`src/rtl/mem_arbiter_pkg.sv`:
```
// Shared types and defaults for the two-requester memory arbiter.
package mem_arbiter_pkg;

    localparam int unsigned WORDS_DEF   = 8;
    localparam int unsigned MEM_LAT_DEF = 4;
    localparam int unsigned AW          = 16;
    localparam int unsigned DW          = 16;
    localparam int unsigned FW          = 3;

    typedef enum logic [1:0] {
        ST_IDLE  = 2'd0,
        ST_ISSUE = 2'd1,
        ST_DRAIN = 2'd2,
        ST_WRITE = 2'd3
    } state_e;

    typedef enum logic {
        REQ_I = 1'b0,
        REQ_D = 1'b1
    } req_id_e;

    // Transaction context captured when the grant is decided
    typedef struct packed {
        req_id_e         owner;
        logic [AW-1:0]   addr;
        logic [DW-1:0]   wdata;
    } xact_t;

endpackage

```
`src/rtl/mem_arbiter_arb_rr2.sv`:
```
// Two-way round-robin pick between instruction and data requesters.
module arb_rr2
    import mem_arbiter_pkg::*;
(
    input  logic    req_i,
    input  logic    req_d,
    input  req_id_e last_served,
    output req_id_e pick_c,
    output logic    any_c
);

    always_comb begin
        any_c  = req_i | req_d;
        pick_c = REQ_I;
        if (req_i && req_d) begin
            pick_c = (last_served == REQ_I) ? REQ_D : REQ_I;
        end else if (req_d) begin
            pick_c = REQ_D;
        end
    end

endmodule

```
`src/rtl/mem_arbiter.sv`:
```
// Arbitrates I-side block fills and D-side fills/writes onto one pipelined memory port.
module mem_arbiter
    import mem_arbiter_pkg::*;
#(
    parameter int unsigned WORDS   = WORDS_DEF,
    parameter int unsigned MEM_LAT = MEM_LAT_DEF
) (
    input  logic          clk,
    input  logic          rst_n,
    input  logic          i_req,
    input  logic [AW-1:0] i_addr,
    input  logic          d_req,
    input  logic          d_we,
    input  logic [AW-1:0] d_addr,
    input  logic [DW-1:0] d_wdata,
    output logic          i_grant,
    output logic          d_grant,
    output logic          i_fill_valid,
    output logic          d_fill_valid,
    output logic [FW-1:0] fill_word,
    output logic [DW-1:0] fill_data,
    output logic          i_done,
    output logic          d_done,
    output logic          mem_en,
    output logic          mem_wr,
    output logic [AW-1:0] mem_addr,
    output logic [DW-1:0] mem_wdata,
    input  logic [DW-1:0] mem_rdata,
    input  logic          mem_valid
);

    // Fill addressing only has room for word index bits [3:1]
    if (WORDS < 2 || WORDS > 8 || (WORDS & (WORDS - 1)) != 0 || MEM_LAT < 1) begin : g_param_check
        $error("mem_arbiter: WORDS must be a power of 2 in 2..8 and MEM_LAT >= 1");
    end

    localparam int unsigned CW = $clog2(WORDS);

    state_e        state,     state_nxt;
    logic [CW-1:0] issue_cnt, issue_nxt;
    logic [CW-1:0] recv_cnt,  recv_nxt;
    req_id_e       last,      last_nxt;
    xact_t         xact,      xact_nxt;

    req_id_e pick_c;
    logic    any_c;

    arb_rr2 u_arb (
        .req_i       (i_req),
        .req_d       (d_req),
        .last_served (last),
        .pick_c      (pick_c),
        .any_c       (any_c)
    );

    always_ff @(posedge clk or negedge rst_n) begin
        if (!rst_n) begin
            state     <= ST_IDLE;
            issue_cnt <= '0;
            recv_cnt  <= '0;
            last      <= REQ_I;
            xact      <= '0;
        end else begin
            state     <= state_nxt;
            issue_cnt <= issue_nxt;
            recv_cnt  <= recv_nxt;
            last      <= last_nxt;
            xact      <= xact_nxt;
        end
    end

    always_comb begin
        state_nxt    = state;
        issue_nxt    = issue_cnt;
        recv_nxt     = recv_cnt;
        last_nxt     = last;
        xact_nxt     = xact;
        i_grant      = 1'b0;
        d_grant      = 1'b0;
        i_fill_valid = 1'b0;
        d_fill_valid = 1'b0;
        fill_word    = '0;
        fill_data    = '0;
        i_done       = 1'b0;
        d_done       = 1'b0;
        mem_en       = 1'b0;
        mem_wr       = 1'b0;
        mem_addr     = '0;
        mem_wdata    = '0;

        if (state != ST_IDLE) begin
            i_grant = (xact.owner == REQ_I);
            d_grant = (xact.owner == REQ_D);
        end

        case (state)
            ST_IDLE: begin
                if (any_c) begin
                    last_nxt  = pick_c;
                    issue_nxt = '0;
                    recv_nxt  = '0;
                    xact_nxt.owner = pick_c;
                    xact_nxt.wdata = '0;
                    if (pick_c == REQ_D) begin
                        xact_nxt.addr = d_we ? {d_addr[AW-1:1], 1'b0} : d_addr;
                        if (d_we) begin
                            xact_nxt.wdata = d_wdata;
                        end
                        state_nxt = d_we ? ST_WRITE : ST_ISSUE;
                    end else begin
                        xact_nxt.addr = i_addr;
                        state_nxt     = ST_ISSUE;
                    end
                end
            end
            ST_ISSUE: begin
                mem_en    = 1'b1;
                mem_addr  = {xact.addr[AW-1:4], 4'b0} + (AW'(issue_cnt) << 1);
                issue_nxt = issue_cnt + CW'(1);
                if (issue_cnt == CW'(WORDS - 1)) begin
                    state_nxt = ST_DRAIN;
                end
            end
            ST_WRITE: begin
                mem_en    = 1'b1;
                mem_wr    = 1'b1;
                mem_addr  = xact.addr;
                mem_wdata = xact.wdata;
                d_done    = 1'b1;
                state_nxt = ST_IDLE;
            end
            default: ;
        endcase

        // Read returns only count while a fill owns the port
        if ((state == ST_ISSUE || state == ST_DRAIN) && mem_valid) begin
            i_fill_valid = (xact.owner == REQ_I);
            d_fill_valid = (xact.owner == REQ_D);
            fill_word    = FW'(recv_cnt);
            fill_data    = mem_rdata;
            recv_nxt     = recv_cnt + CW'(1);
            if (recv_cnt == CW'(WORDS - 1)) begin
                i_done    = (xact.owner == REQ_I);
                d_done    = (xact.owner == REQ_D);
                state_nxt = ST_IDLE;
            end
        end
    end

endmodule

```
`config.mk`:
```
export PLATFORM = sky130hd
export DESIGN_NAME = mem_arbiter
export DESIGN_NICKNAME = d
export VERILOG_FILES = /design/src/rtl/mem_arbiter_pkg.sv /design/src/rtl/mem_arbiter_arb_rr2.sv /design/src/rtl/mem_arbiter.sv
export SDC_FILE = /design/constraint.sdc
export NUM_CORES = 1
export LEC_CHECK = 0
export ABC_CLOCK_PERIOD_IN_PS = 2260
export CAP_MARGIN = 20
export CORE_ASPECT_RATIO = 2
export CORE_MARGIN = 10
export CORE_UTILIZATION = 39
export CTS_BUF_LIST = sky130_fd_sc_hd__clkbuf_8
export DETAILED_ROUTE_END_ITERATION = 7
export HOLD_SLACK_MARGIN = 0.12
export PLACE_DENSITY = 0.88
export SYNTH_ARGS = -nofsm -noshare
export SYNTH_HDL_FRONTEND = slang
export SYNTH_SLANG_ARGS = --single-unit
export TNS_END_PERCENT = 10
```
`constraint.sdc`:
```
create_clock -name clk -period 2.26 [get_ports clk]
set_input_delay 0.339 -clock clk [delete_from_list [all_inputs] [get_ports clk]]
set_output_delay 0.339 -clock clk [all_outputs]
set_load 0.01 [all_outputs]
```
==> results of run 1 <==
repair_timing:
| item | 4_1_cts | 5_1_grt |
|---|---|---|
| gates resized for setup | 27 | 6 |
| endpoints found under the hold margin | 17 | 0 |
| hold buffers | 1 | 0 |
| endpoints found under the setup margin | 43 | 22 |
| buffers inserted | 2 | 0 |
state kept, by name, indices dropped and copies added, names as in the netlist:
register and count:
xact 33, recv_cnt 3, issue_cnt 3, state 2
worst min-delay path by stage:
stage                        start      endpoint  slack [ns]  cells past startpoint
after floorplan              rst_n  issue_cnt[0]        0.04                      0
after global placement       rst_n      xact[13]        0.30                      1
after detailed placement     rst_n      xact[10]        0.30                      1
after CTS                 xact[25]      xact[25]        0.48                      2
after global routing      xact[30]      xact[30]        0.50                      2
final                     xact[27]      xact[27]        0.47                      2
routing by layer:
metal,part of all wire [%],up-vias,track usage [%]
met3,7.8,13,5.35
met2,56,76,28.7
met1,34,1036,15.9
met5,0,-,0
li1,-,1054,-
met4,2.1,0,5.29
layout make-up:
| class | count | area share [%] |
|---|---|---|
| clock buffers | 5 | 1.83 |
| flip-flops and latches | 41 | 27.3 |
| clock inverters | 3 | 0.466 |
| multi-input cells | 160 | 30.9 |
| well taps | 61 | 2.03 |
| repair buffers | 146 | 37.0 |
| inverters | 4 | 0.400 |
layout by cell type, fill, tap and decap left out, types with 2 or more instances in the layout:
cell and count:
clkdlybuf4s50_1 104, clkinv_2 2, mux2_2 2, ha_4 3, nand3_1 6, a22o_1 20, nor2_1 3, and2_1 27
dfrtp_1 40, buf_4 17, dlygate4sd2_1 22, o311a_1 2, nand2_1 20, and3_1 20, a21oi_1 2, o21ai_0 19
ha_1 5, nor2b_1 5, clkbuf_8 5, mux2i_1 15, inv_1 3
cell families after synthesis:
kind of cell,Yosys count,synth area share (%)
flip-flops,41,45.9
AO/OA/AOI/OAI,50,16.1
adder cells (fa/ha/maj),8,4.47
buffers and inverters,20,4.75
multiplexers,17,7.72
AND/OR/NAND/NOR,85,21.1
power by group through the flow:
| stage | combinational (mW) | sequential [mW] | clock, mW |
|---|---|---|---|
| floorplan | 1.05 | 1.16 | 0 |
| global placement | 1.97 | 1.19 | 0 |
| detailed placement | 2.02 | 1.21 | 0 |
| CTS | 2.04 | 1.20 | 0.483 |
| global route | 2.27 | 1.25 | 0.511 |
| finish | 2.06 | 1.21 | 0.474 |
through the flow:
stage          setup TNS [ns]  power (mW)  worst slack [ns]  std cells
4_1_cts                     0        3.72           0.00284        420
6_report                    0        3.74            0.0560        420
2_1_floorplan               0        2.21             0.539        221
3_5_place_dp                0        3.23             0.114        409
3_3_place_gp                0        3.16             0.158        409
5_1_grt               -0.0663        4.02           -0.0288        420
tightest hold or removal path: stages, from the launching register on:
cell,delay (ns)
dfrtp_1,0.34
nand2_1,0.04
o21ai_0,0.06
==> reports/metrics.cfg, run 1 <==
[detailed_routing]
post_drt_wl_per_cell_um=18.1
ant_nets=0
first_pass_iters=4
drtIter0Drc=79
drc=0
wirelength_um=7600
avgViaCountPerCell=5.19
vias=2179

[synth]
ys_async_sr_fraction_pct=100
syn-num-nets=299
synth_area_mm2=0.00224
ys_seq_area_share_pct=45.9
netlist.area_leader.share_pct=45.9
synth_top_cell_by_area=dfrtp_1
synth_cell_types=27
ys_top_cells_by_area=dfrtp_1, a22o_1, and2_1
syn_avg_cell_area_um2=10.1
yosys_warnings=0
syn-instance-count=221
ys_seq_elements=41
synth.most_common_cell=dfrtp_1
netlist_top_cells_count=dfrtp_1, and2_1, a22o_1, and3_1, nand2_1
synthFlopType=dfrtp_1
synth_edf_count=0

[pwr]
p_leak_nw=1.82
power-per-cell-area_mw_per_mm2=996
p_switching_mw=1.44
internal_power_mw=2.30
ir_drop_mv=0.774
seqPwrFrac_pct=32.3
clock_power_share_pct=12.7
p_comb_share_pct=55.0
switching_share_pct=38.5

[timing]
rsz0062_at_grt=true
slew_violations=0
slew-limit-headroom_pct=70.4
hold_viol=0
worst_pin_slew_ns=0.440
post-route-min-period_ns=2.20
whs_ns=0.474
clock.fmax_mhz=454
finalClockSkew_ns=0.00516
setup_violations=0
period_share_pct=97.5

[setup_path]
worstSetupStartpoint=state[1]
crit_end=mem_addr[13]
worstSetupPathType=flop to primary output
critPathLaunchType=flop
crit_family=buffers and inverters
path_max_fanout=8
r2r_start=state[1]
slowest_delay_ns=0.57
rrSetupSlack_ns=0.56
r2r-end=xact[16]
slowest_stage=clkdlybuf4s50_1
cp_cell_sequence=inv_2 > ha_4 > nor2_4 > nor2b_1 > clkdlybuf4s50_1
worst-path-stages=5
critical_path_required_ns=1.92
endpoint_kind=primary output
critical_path_arrival_ns=1.86
reg2reg_depth=6
cp_num_buf_inv=2

[clocking]
clk_latency_ns=0.29
root_buffer=clkbuf_8
clkTransAtPathRegs_ns=0.08
clkSinkCount=41
cts_tree=built
ctsLongestPathBuffers=2
cts_buffers=5
htree_num_levels=2

[run_status]
status=finished, final reports clean

[floorplanning]
io_pins=129
dieArea_mm2=0.00935
die_w_um=73.6
die_y_um=127
initial_core_util_pct=39.5
core_region_area_mm2=0.00566
row_count=39

[placed_design]
gp_congestion=0.817
placed_area_mm2=0.00362
hpwl_um=6110
numPortBuffers=128

[global_routing]
grt_pass1_wl_um=12000
first_global_vias=2364
grt_max_degree=28
grt_use_total_pct=15.8
antenna_found_initial=0
overflow=0

[cells_and_area]
utilization_pct=66.4
layout-drive-gt1-share_pct=10.6
nets=436
n_antenna_cell=0
register_area_mm2=0.00103
multi_input_area_mm2=0.00116
n_fill_cell=484
design_area_mm2=0.00376
area_growth_pct=67.9

[worst_hold_path]
hold_path_class=flop to flop

[run]
drv_cap=0

Power figures use the tool's default switching activity.
==> run 2, diff against run 1 <==
ABC_AREA = 1   (was not set)
PLACE_DENSITY = 0.87   (was 0.88)
==> reports/metrics.cfg, run 2 <==
[setup_path]
rrSetupSlack_ns=0.68  ; +0.12 ns
endpoint_kind=primary output
critPathLaunchType=flop
slowest_delay_ns=0.50  ; -0.07 ns
slowest_stage=clkdlybuf4s50_1
critical_path_arrival_ns=1.83  ; -0.03 ns
reg2reg_depth=4  ; -2
r2r_start=xact[32]
r2r-end=xact[16]
worstSetupPathType=flop to primary output
path_max_fanout=12  ; +4
critical_path_required_ns=1.92  ; about the same
cp_cell_sequence=buf_4 > ha_4 > buf_6 > o21a_1 > clkdlybuf4s50_1

[clocking]
htree_num_levels=2  ; unchanged
ctsLongestPathBuffers=2  ; unchanged
clkTransAtPathRegs_ns=0.08  ; about the same
postCtsHoldBufs=0  ; -1
cts_buffers=5  ; unchanged
clk_latency_ns=0.29  ; about the same
cts_tree=built
root_buffer=clkbuf_8
clkSinkCount=41  ; unchanged

[timing]
clock.fmax_mhz=461  ; +1.6%
period_share_pct=96.0  ; -1.6 points
hold_viol=0  ; unchanged
fin_tns_setup_ns=0  ; unchanged
post-route-min-period_ns=2.17  ; -0.0355 ns
slew_violations=0  ; unchanged
whs_ns=0.179  ; -0.296 ns
setup_violations=0  ; unchanged
worst_pin_slew_ns=0.907  ; +0.466 ns
finalClockSkew_ns=0.00860  ; +0.00344 ns
slew-limit-headroom_pct=39.6  ; -31 points

[cells_and_area]
layout_commonest_cell=nand2_1
nets=543  ; +25%
largest_register_ff_count=33  ; unchanged
n_antenna_cell=0  ; unchanged
top_regs=xact x33, issue_cnt x3, recv_cnt x3
layout_common_cells=nand2_1, clkdlybuf4s50_1, inv_1, nor2_1, dfrtp_1
area_growth_pct=64.7
n_fill_cell=495  ; +2.3%
top_register=xact
layout-drive-gt1-share_pct=6.45  ; -4.1 points

[detailed_routing]
drtIter0Drc=86  ; +8.9%
first_pass_iters=4  ; unchanged
ant_nets=0  ; unchanged
post_drt_wl_per_cell_um=15.3  ; -15%
vias=2528  ; +16%
drc=0  ; unchanged
avgViaCountPerCell=4.81  ; -7.4%
wirelength_um=8070  ; +6.2%

[synth]
yosys_warnings=0  ; unchanged
netlist_top_cells_count=nand2_1, inv_1, nor2_1
synth_area_mm2=0.00232  ; +3.7%
synth.most_common_cell=nand2_1
synth_cell_types=19  ; -30%
ys_seq_area_share_pct=44.2  ; -1.7 points
synth_edf_count=0  ; unchanged
ys_async_sr_fraction_pct=100  ; unchanged
ys_seq_elements=41  ; unchanged
syn_avg_cell_area_um2=6.99  ; -31%
netlist.area_leader.share_pct=44.2  ; -1.7 points
syn-instance-count=332  ; +50%
syn-num-nets=410  ; +37%
synthFlopType=dfrtp_1
synth_top_cell_by_area=dfrtp_1
ys_top_cells_by_area=dfrtp_1, nand2_1, inv_1

[placed_design]
gp_congestion=0.878  ; +7.4%
numPortBuffers=128  ; unchanged
hpwl_um=6630  ; +8.4%

[run_status]
status=finished, final reports clean

[pwr]
p_leak_nw=2.12  ; +16%
power-per-cell-area_mw_per_mm2=1050  ; +5.0%
ir_drop_mv=0.583  ; -25%

[global_routing]
grt_use_total_pct=16.9  ; +1.1 points
grt_use_met1_pct=14.8  ; -1.0 points
grt_max_degree=42  ; +50%
grt_pass1_wl_um=12700  ; +6.5%
gr-usage-met2_pct=32.3  ; +3.6 points
antenna_found_initial=0  ; unchanged
use_met3_pct=5.50  ; +0.16 points
overflow=0  ; unchanged
globalRoute.busiestLayer=met2
first_global_vias=2624  ; +11%

[floorplanning]
io_pins=129  ; unchanged
initial_core_util_pct=40.3  ; +0.79 points
core_region_area_mm2=0.00576  ; +1.7%
die_w_um=74.6  ; +1.4%
die_y_um=129  ; +1.6%
row_count=39  ; unchanged
dieArea_mm2=0.00962  ; +2.9%

[run]
drv_cap=0  ; unchanged

[worst_hold_path]
hold_path_class=input port to async pin

run 2: changes by cell type after synthesis, moves of 15 or more:
cell	before	now
nand2_1	20	105
mux2i_1	15	0
and2_1	27	0
inv_1	4	56
and3_1	20	0
a22o_1	20	2
nand3_1	7	25
nor2_1	4	43
run 2: metrics by stage:
step           area [um^2]  setup slack [ns]  total power, mW  instances  util, %
6_report              3820            0.0915             4.00        526     66.4
5_1_grt               3820           -0.0275             4.32        526     66.4
4_1_cts               3800            0.0156             4.01        525     66.0
3_5_place_dp          3700            0.0644             3.46        518     64.2
3_3_place_gp          3700            0.0971             3.38        518     64.2
2_1_floorplan         2320             0.318             2.36        332        -
run 2: cell type report:
class | instances | area (um^2) | share of cell area, %
multi-input combinational | 218 | 1040 | 27.2
sequential | 41 | 1030 | 26.8
clock buffer | 5 | 68.8 | 1.80
clock inverter | 2 | 35.0 | 0.917
timing repair buffer | 142 | 1360 | 35.7
tap | 61 | 76.3 | 2.00
inverter | 57 | 214 | 5.60
run 2: what timing repair did:
item / 4_1_cts / 5_1_grt
endpoints found under the setup margin: 46 / 20
buffers inserted: 0 / 1
gates resized for setup: 30 / 4
run 2: worst max path at each step:
| stage | from | to | slack, ns | cells after the start |
|---|---|---|---|---|
| CTS | state[0] | mem_addr[13] | 0.02 | 5 |
| finish | state[1] | mem_addr[13] | 0.09 | 5 |
| global placement | mem_valid | fill_word[0] | 0.1 | 5 |
| floorplan | state[0] | d_fill_valid | 0.32 | 6 |
| global route | state[0] | fill_word[0] | -0.03 | 6 |
| detailed placement | mem_valid | fill_word[0] | 0.06 | 5 |
run 2: report_power, final:
part	internal, mW	switching (mW)
registers	1.05	0.189
clock network	0.321	0.248
logic	1.02	1.17
run 2: metal layers:
layer	routed length (um)	up-vias	part of all wire [%]
met3	604	18	7.5
met4	258	0	3.2
met1	2630	1142	33
met5	0	-	0
li1	-	1280	-
met2	4570	88	57
run 2: logic make-up (layout without fill, tap and decap cells):
kind of cell	Yosys count	after routing	share of synthesized area, %
buffers and inverters	73	206	12.3
DFF	41	41	44.2
and+or+nand+nor	176	176	30.1
adders and majority gates	8	8	4.31
AOI/OAI and AO/OA	34	34	9.00
run 2: worst max-delay path, delay by kind of cell (launching register included):
| family | cells | cell delay [ns] |
|---|---|---|
| adders and majority gates | 1 | 0.18 |
| buffers and inverters | 3 | 0.80 |
| DFF | 1 | 0.39 |
| AOI/OAI and AO/OA | 1 | 0.16 |
